### config.mk
export PLATFORM = sky130hd
export DESIGN_NAME = xalu_seq
export DESIGN_NICKNAME = d
export VERILOG_FILES = /design/src/rtl/xalu_pkg.sv /design/src/rtl/xalu_slice.sv /design/src/rtl/xalu_seq.sv
export SDC_FILE = /design/constraint.sdc
export NUM_CORES = 1
export LEC_CHECK = 0
export CAP_MARGIN = 20
export CORE_UTILIZATION = 59
export DETAILED_ROUTE_END_ITERATION = 10
export PLACE_DENSITY = 0.92
export SLEW_MARGIN = 20
export SYNTH_ARGS = -nofsm -noshare
export SYNTH_HDL_FRONTEND = slang
export SYNTH_SLANG_ARGS = --single-unit
### constraint.sdc
create_clock -name clk -period 6.1 [get_ports clk]
set_clock_uncertainty 0.2 [all_clocks]
set_input_delay 1.83 -clock clk [delete_from_list [all_inputs] [get_ports clk]]
set_output_delay 1.83 -clock clk [all_outputs]
set_load 0.01 [all_outputs]
### src/rtl/xalu_pkg.sv
// Shared definitions for the multi-nibble ALU sequencer and its 4-bit slice.
// Latency: n/a (constants and types only).
// Backpressure: n/a.
package xalu_pkg;

  // Function codes, identical to the 4-bit slice encoding.
  localparam logic [2:0] OP_ADD   = 3'd0;
  localparam logic [2:0] OP_AND   = 3'd1;
  localparam logic [2:0] OP_OR    = 3'd2;
  localparam logic [2:0] OP_XOR   = 3'd3;
  localparam logic [2:0] OP_PASSA = 3'd4;
  localparam logic [2:0] OP_PASSB = 3'd5;
  localparam logic [2:0] OP_SHR   = 3'd6;
  localparam logic [2:0] OP_SHL   = 3'd7;

  typedef enum logic [1:0] {
    ST_IDLE = 2'd0,
    ST_RUN  = 2'd1,
    ST_DONE = 2'd2
  } state_t;

endpackage

### src/rtl/xalu_slice.sv
// Combinational 4-bit ALU slice: one nibble of ADD/logic/pass/shift with optional 1's complement.
// Latency: 0 cycles (pure combinational).
// Backpressure: none; outputs follow inputs.
// Ports: da/db operand nibbles, f function code, com complement, ci_left/ci_right carry/shift in,
//        d result nibble, co_left/co_right carry/shift out, equ (da == db).
module xalu_slice
  import xalu_pkg::*;
(
  input  logic [3:0] da,
  input  logic [3:0] db,
  input  logic [2:0] f,
  input  logic       com,
  input  logic       ci_left,
  input  logic       ci_right,
  output logic [3:0] d,
  output logic       co_left,
  output logic       co_right,
  output logic       equ
);

  logic [4:0] sum;
  logic [3:0] r;

  always_comb begin
    sum      = {1'b0, da} + {1'b0, db} + {4'b0000, ci_right};
    r        = 4'h0;
    co_left  = 1'b0;
    co_right = 1'b0;
    case (f)
      OP_ADD:   begin r = sum[3:0]; co_left = sum[4]; end
      OP_AND:   r = da & db;
      OP_OR:    r = da | db;
      OP_XOR:   r = da ^ db;
      OP_PASSA: r = da;
      OP_PASSB: r = db;
      // Right shift: bit enters at the top, bit 0 leaves towards the lower nibble.
      OP_SHR:   begin r = {ci_left, da[3:1]}; co_right = da[0]; end
      // Left shift: bit enters at the bottom, bit 3 leaves towards the upper nibble.
      OP_SHL:   begin r = {da[2:0], ci_right}; co_left = da[3]; end
      default:  r = da;
    endcase
    // Complement touches the data nibble only; carries above stay pre-complement.
    d   = com ? ~r : r;
    equ = (da == db);
  end

endmodule

### src/rtl/xalu_seq.sv
// Runs WIDTH-bit ALU operations through one 4-bit slice, one nibble per clock, with status flags.
// Latency: start sampled at edge t, done pulses in the cycle after edge t+NIB+1 (5 cycles at WIDTH=16).
// Backpressure: start accepted only in IDLE; start while busy is dropped, nothing is queued.
// Ports: clk, rst_n (sync active-low); start/op/com/a/b/cin request; busy, done, result, cout,
//        zero, neg_zero, equ status (result and flags registered, held between operations).
module xalu_seq
  import xalu_pkg::*;
#(
  parameter int WIDTH = 16
) (
  input  logic             clk,
  input  logic             rst_n,
  input  logic             start,
  input  logic [2:0]       op,
  input  logic             com,
  input  logic [WIDTH-1:0] a,
  input  logic [WIDTH-1:0] b,
  input  logic             cin,
  output logic             busy,
  output logic             done,
  output logic [WIDTH-1:0] result,
  output logic             cout,
  output logic             zero,
  output logic             neg_zero,
  output logic             equ
);

  localparam int NIB = WIDTH / 4;
  localparam int CW  = $clog2(NIB);

  generate
    if ((WIDTH % 4) != 0 || WIDTH < 8) begin : g_bad_width
      $error("xalu_seq: WIDTH must be a multiple of 4 and at least 8");
    end
  endgenerate

  state_t           state_q, state_d;
  logic [WIDTH-1:0] a_q, b_q, acc_q, acc_next;
  logic [2:0]       op_q;
  logic             com_q, carry_q, carry_next, fin_q, equ_acc_q;
  logic [CW-1:0]    cnt_q, idx;
  logic [CW+1:0]    base;
  logic [3:0]       s_d;
  logic             s_co_left, s_co_right, s_equ;
  logic [WIDTH-1:0] result_q;
  logic             cout_q, zero_q, neg_q, equ_q;

  // SHR walks MSB nibble first so the shift bit travels downwards; everything else walks up.
  assign idx  = (op_q == OP_SHR) ? (CW'(NIB - 1) - cnt_q) : cnt_q;
  assign base = {idx, 2'b00};

  xalu_slice u_slice (
    .da       (a_q[base +: 4]),
    .db       (b_q[base +: 4]),
    .f        (op_q),
    .com      (com_q),
    .ci_left  (carry_q),
    .ci_right (carry_q),
    .d        (s_d),
    .co_left  (s_co_left),
    .co_right (s_co_right),
    .equ      (s_equ)
  );

  assign carry_next = (op_q == OP_SHR) ? s_co_right : s_co_left;

  always_comb begin
    acc_next             = acc_q;
    acc_next[base +: 4]  = s_d;
  end

  // FSM: state register
  always_ff @(posedge clk) begin
    if (!rst_n) state_q <= ST_IDLE;
    else        state_q <= state_d;
  end

  // FSM: next state. RUN spends NIB nibble cycles plus one commit cycle (fin_q set).
  always_comb begin
    state_d = state_q;
    case (state_q)
      ST_IDLE: if (start) state_d = ST_RUN;
      ST_RUN:  if (fin_q) state_d = ST_DONE;
      ST_DONE: state_d = ST_IDLE;
      default: state_d = ST_IDLE;
    endcase
  end

  // FSM: outputs
  always_comb begin
    busy = (state_q != ST_IDLE);
    done = (state_q == ST_DONE);
  end

  // Datapath: capture, per-nibble accumulation, and commit of result/flags on entry to DONE.
  always_ff @(posedge clk) begin
    if (!rst_n) begin
      a_q       <= '0;
      b_q       <= '0;
      op_q      <= '0;
      com_q     <= 1'b0;
      carry_q   <= 1'b0;
      cnt_q     <= '0;
      fin_q     <= 1'b0;
      acc_q     <= '0;
      equ_acc_q <= 1'b0;
      result_q  <= '0;
      cout_q    <= 1'b0;
      zero_q    <= 1'b0;
      neg_q     <= 1'b0;
      equ_q     <= 1'b0;
    end else begin
      case (state_q)
        ST_IDLE: begin
          if (start) begin
            a_q       <= a;
            b_q       <= b;
            op_q      <= op;
            com_q     <= com;
            carry_q   <= cin;
            cnt_q     <= '0;
            fin_q     <= 1'b0;
            acc_q     <= '0;
            equ_acc_q <= 1'b1;
          end
        end
        ST_RUN: begin
          if (!fin_q) begin
            acc_q     <= acc_next;
            carry_q   <= carry_next;
            equ_acc_q <= equ_acc_q & s_equ;
            // Counter parks on the terminal value; only a new start clears it.
            if (cnt_q == CW'(NIB - 1)) fin_q <= 1'b1;
            else                       cnt_q <= cnt_q + 1'b1;
          end else begin
            result_q <= acc_q;
            cout_q   <= carry_q;
            zero_q   <= (acc_q == '0);
            neg_q    <= (&acc_q);
            equ_q    <= equ_acc_q;
          end
        end
        default: ;
      endcase
    end
  end

  assign result   = result_q;
  assign cout     = cout_q;
  assign zero     = zero_q;
  assign neg_zero = neg_q;
  assign equ      = equ_q;

endmodule

==> out/summary.txt <==
first-pass GRT wire length - 17900 um
initial detailed-routing violation count - 243
Overall Global Routing Usage - 0.301
Setup Fix Bufs, Post-CTS - 0
Hold/Removal Path Class - flop to flop
Pwr Total - 0.00117 W
critical-path cell list - and3b_1, mux2i_1, a2111oi_4, fa_1, inv_1, fa_1, xnor2_1, xnor2_1, nor2_1, o21ai_0, o311ai_0, nor3_1, o31ai_1
Leakage - 1.93 nW
Skew-Pair Late Insertion Delay - 0.38 ns
final setup vio count - 0
ys flop type - dfxtp_1
Core Area - 7250 um2
Tmin final - 4.89 ns
Post-synth EDFFs - 0
Die W - 88.8 um
cts hold-fix bufs - 0
pwr dens - 222 nW/um2
remaining antenna violation count - 0
Placement Rows - 31
Resize count post-CTS - 0
most frequent cells in the layout - nand2_1 (145), dfxtp_1 (79), clkdlybuf4s50_1 (61)
total wire length - 11200 um
vias after detailed routing - 4086
internal power - 0.000820 W
initial antenna violation count - 0
pre-CTS setup slack - 1.32 ns
post-detail-place hpwl - 8110 um
syn_nets - 609
total CTS buffers - 9
Combinational Power Share - 0.166
synth unique cells - 57
max_cap viols - 0
slowest CP cell - dfxtp_1
vias in the first global route - 3770
pin count of the biggest net entering global routing - 45
proportion of layout cells with a drive suffix above 1 - 0.0661
CP peak stage delay - 0.87 ns
Achievable Freq - 204 MHz
number of I/O port buffers - 61
critical path class - flop to flop
most common cell after layout, fill and taps aside - nand2_1
Clock Pin Slew Worst Setup and Hold Paths - 0.10 ns
# clock sinks - 79
period utilization - 0.802
Inserted Diodes - 0
switch share - 0.299
Sw Pwr - 0.000350 W
final hold violations - 0
router iterations before antenna repair - 5
synthesis warning total - 0
Yosys reg bits - 79
worst relative slew slack - 0.332
worst slew pin tran - 0.999 ns
Layout area overhead - 18.9%
Async SR Flop Fraction - 0
CTS max path bufs - 2
Worst Path Max Fanout - 22
RSZ-0062 raised after global routing - false
Clock H-tree levels - 3
GR Overflow Total - 0
syn_area_per_cell - 7.96 um2
crit path launch type - flop
die footprint - 7880 um2
# DRC - 0
Crit path arrival time - 4.94 ns
setup slack after layout - 1.21 ns
setup tns final - 0 ns
Worst VDD drop - 156 uV
Cells after Synth - 558
CP Capture Type - flop
Final Max Tran Viols - 0
total I/O pin count - 62
final RePlAce weighted congestion - 0.948
CTS root buf - clkbuf_8
final net count - 651
TritonCTS clock tree - built
status - finished clean
Seq pwr share - 0.474
Avg Vias per Cell - 5.80
Worst EP required - 6.15 ns
Seq/Total Area, Yosys - 0.356
Die Ht - 88.8 um
WL per Instance - 15.9 um
Clock power frac - 0.360
synthesized area - 4440 um2
Starting Density - 0.612
==> path summary, 6_finish.rpt <==
path              slack [ns]                   start  cells after the start                      to
hold / removal          0.27  result[2]$_SDFFE_PN0P_                      2  result[2]$_SDFFE_PN0P_
setup / recovery        1.21    op_q[1]$_SDFFE_PN0P_                     13  acc_q[10]$_SDFFE_PN0P_
hold reg to reg         0.27  result[2]$_SDFFE_PN0P_                      2  result[2]$_SDFFE_PN0P_
setup reg to reg        1.21    op_q[1]$_SDFFE_PN0P_                     13  acc_q[10]$_SDFFE_PN0P_
==> Yosys cell counts, types with 2 or more instances <==
cell type  count  area share
a21o_1         4      0.0068
and3_1         4      0.0056
xnor2_1        6       0.012
inv_1         16       0.014
a211oi_1       2      0.0034
mux4_2         3       0.015
fa_1           2      0.0090
and2_1        13       0.018
nand4_1        7      0.0099
a21boi_0      58       0.098
o21a_1         5      0.0085
nor4_1         8       0.011
clkbuf_1      24       0.020
dfxtp_1       79        0.36
a21oi_1       19       0.021
nor3_1         8      0.0090
buf_1          6      0.0051
o221ai_1       2      0.0039
nor2_1        13       0.011
nand3_1       13       0.015
buf_2          5      0.0056
o21ai_0       18       0.020
o31ai_1        9       0.015
o22ai_1        3      0.0042
nor2b_1        8       0.011
or3b_2         5      0.0099
nand2b_1       4      0.0056
nand2_1      145        0.12
or3_1          4      0.0056
ha_1           9       0.025
nand3b_1      12       0.020
mux2i_1       14       0.032
a22oi_1        6       0.010
==> layout make-up <==
cell class	count	area, um2
flip-flops and latches	79	1580
multi-input cells	425	2640
inverters	17	63.8
fillers	576	1970
clock buffers	9	124
clock inverters	7	85.1
well taps	99	124
repair buffers	68	663
==> cells by family after synthesis <==
family / after synthesis / share of synthesized area
AO/OA/AOI/OAI: 139 / 0.223
XOR/XNOR: 6 / 0.0118
adder cells (fa/ha/maj): 11 / 0.0344
buffers and inverters: 54 / 0.0496
flip-flops: 79 / 0.356
multiplexers: 20 / 0.0577
AND/OR/NAND/NOR: 249 / 0.267
==> power groups by stage <==
stage          Combinational, W  Clock (W)  Sequential, W
2_1_floorplan          0.000134          0       0.000556
3_3_place_gp           0.000188          0       0.000565
3_5_place_dp           0.000191          0       0.000566
4_1_cts                0.000193   0.000421       0.000554
5_1_grt                0.000214   0.000444       0.000557
6_report               0.000194   0.000421       0.000555
==> per-layer routing <==
metal  share of wire  global-route usage  up-vias
li1                -                   -     2018
met1            0.42               0.361     1883
met2            0.49               0.513      148
met3           0.055              0.0560       37
met4           0.037               0.161        0
met5               0                   0        -
==> critical path, delay by kind of cell (launching register included) <==
family                   cells  cell delay [ns]
AND/OR/NAND/NOR              3             1.16
AO/OA/AOI/OAI                4             1.16
flip-flops                   1             0.87
adder cells (fa/ha/maj)      2             0.71
XOR/XNOR                     2             0.37
multiplexers                 1             0.22
buffers and inverters        1             0.07
==> through the flow <==
stage,instances,utilization,hold slack (ns),cell area (um2)
after detailed placement,688,0.699,0.256,5070
after global placement,688,0.699,0.249,5070
after CTS,704,0.728,0.270,5280
after global routing,704,0.728,0.293,5280
final,704,0.728,0.266,5280
after floorplan,558,-,0.241,4440
==> flip-flops by register name (all words and copies together), names as in the netlist <==
| register | count |
|---|---|
| equ_acc_q | 1 |
| equ | 1 |
| fin_q | 1 |
| cnt_q | 2 |
| a_q | 16 |
| acc_q | 16 |
| com_q | 1 |
| b_q | 16 |
| cout | 1 |
| state_q | 2 |
| neg_zero | 1 |
| op_q | 3 |
| carry_q | 1 |
| zero | 1 |
| result | 16 |
Note: power is estimated with default switching activity, not from simulation.
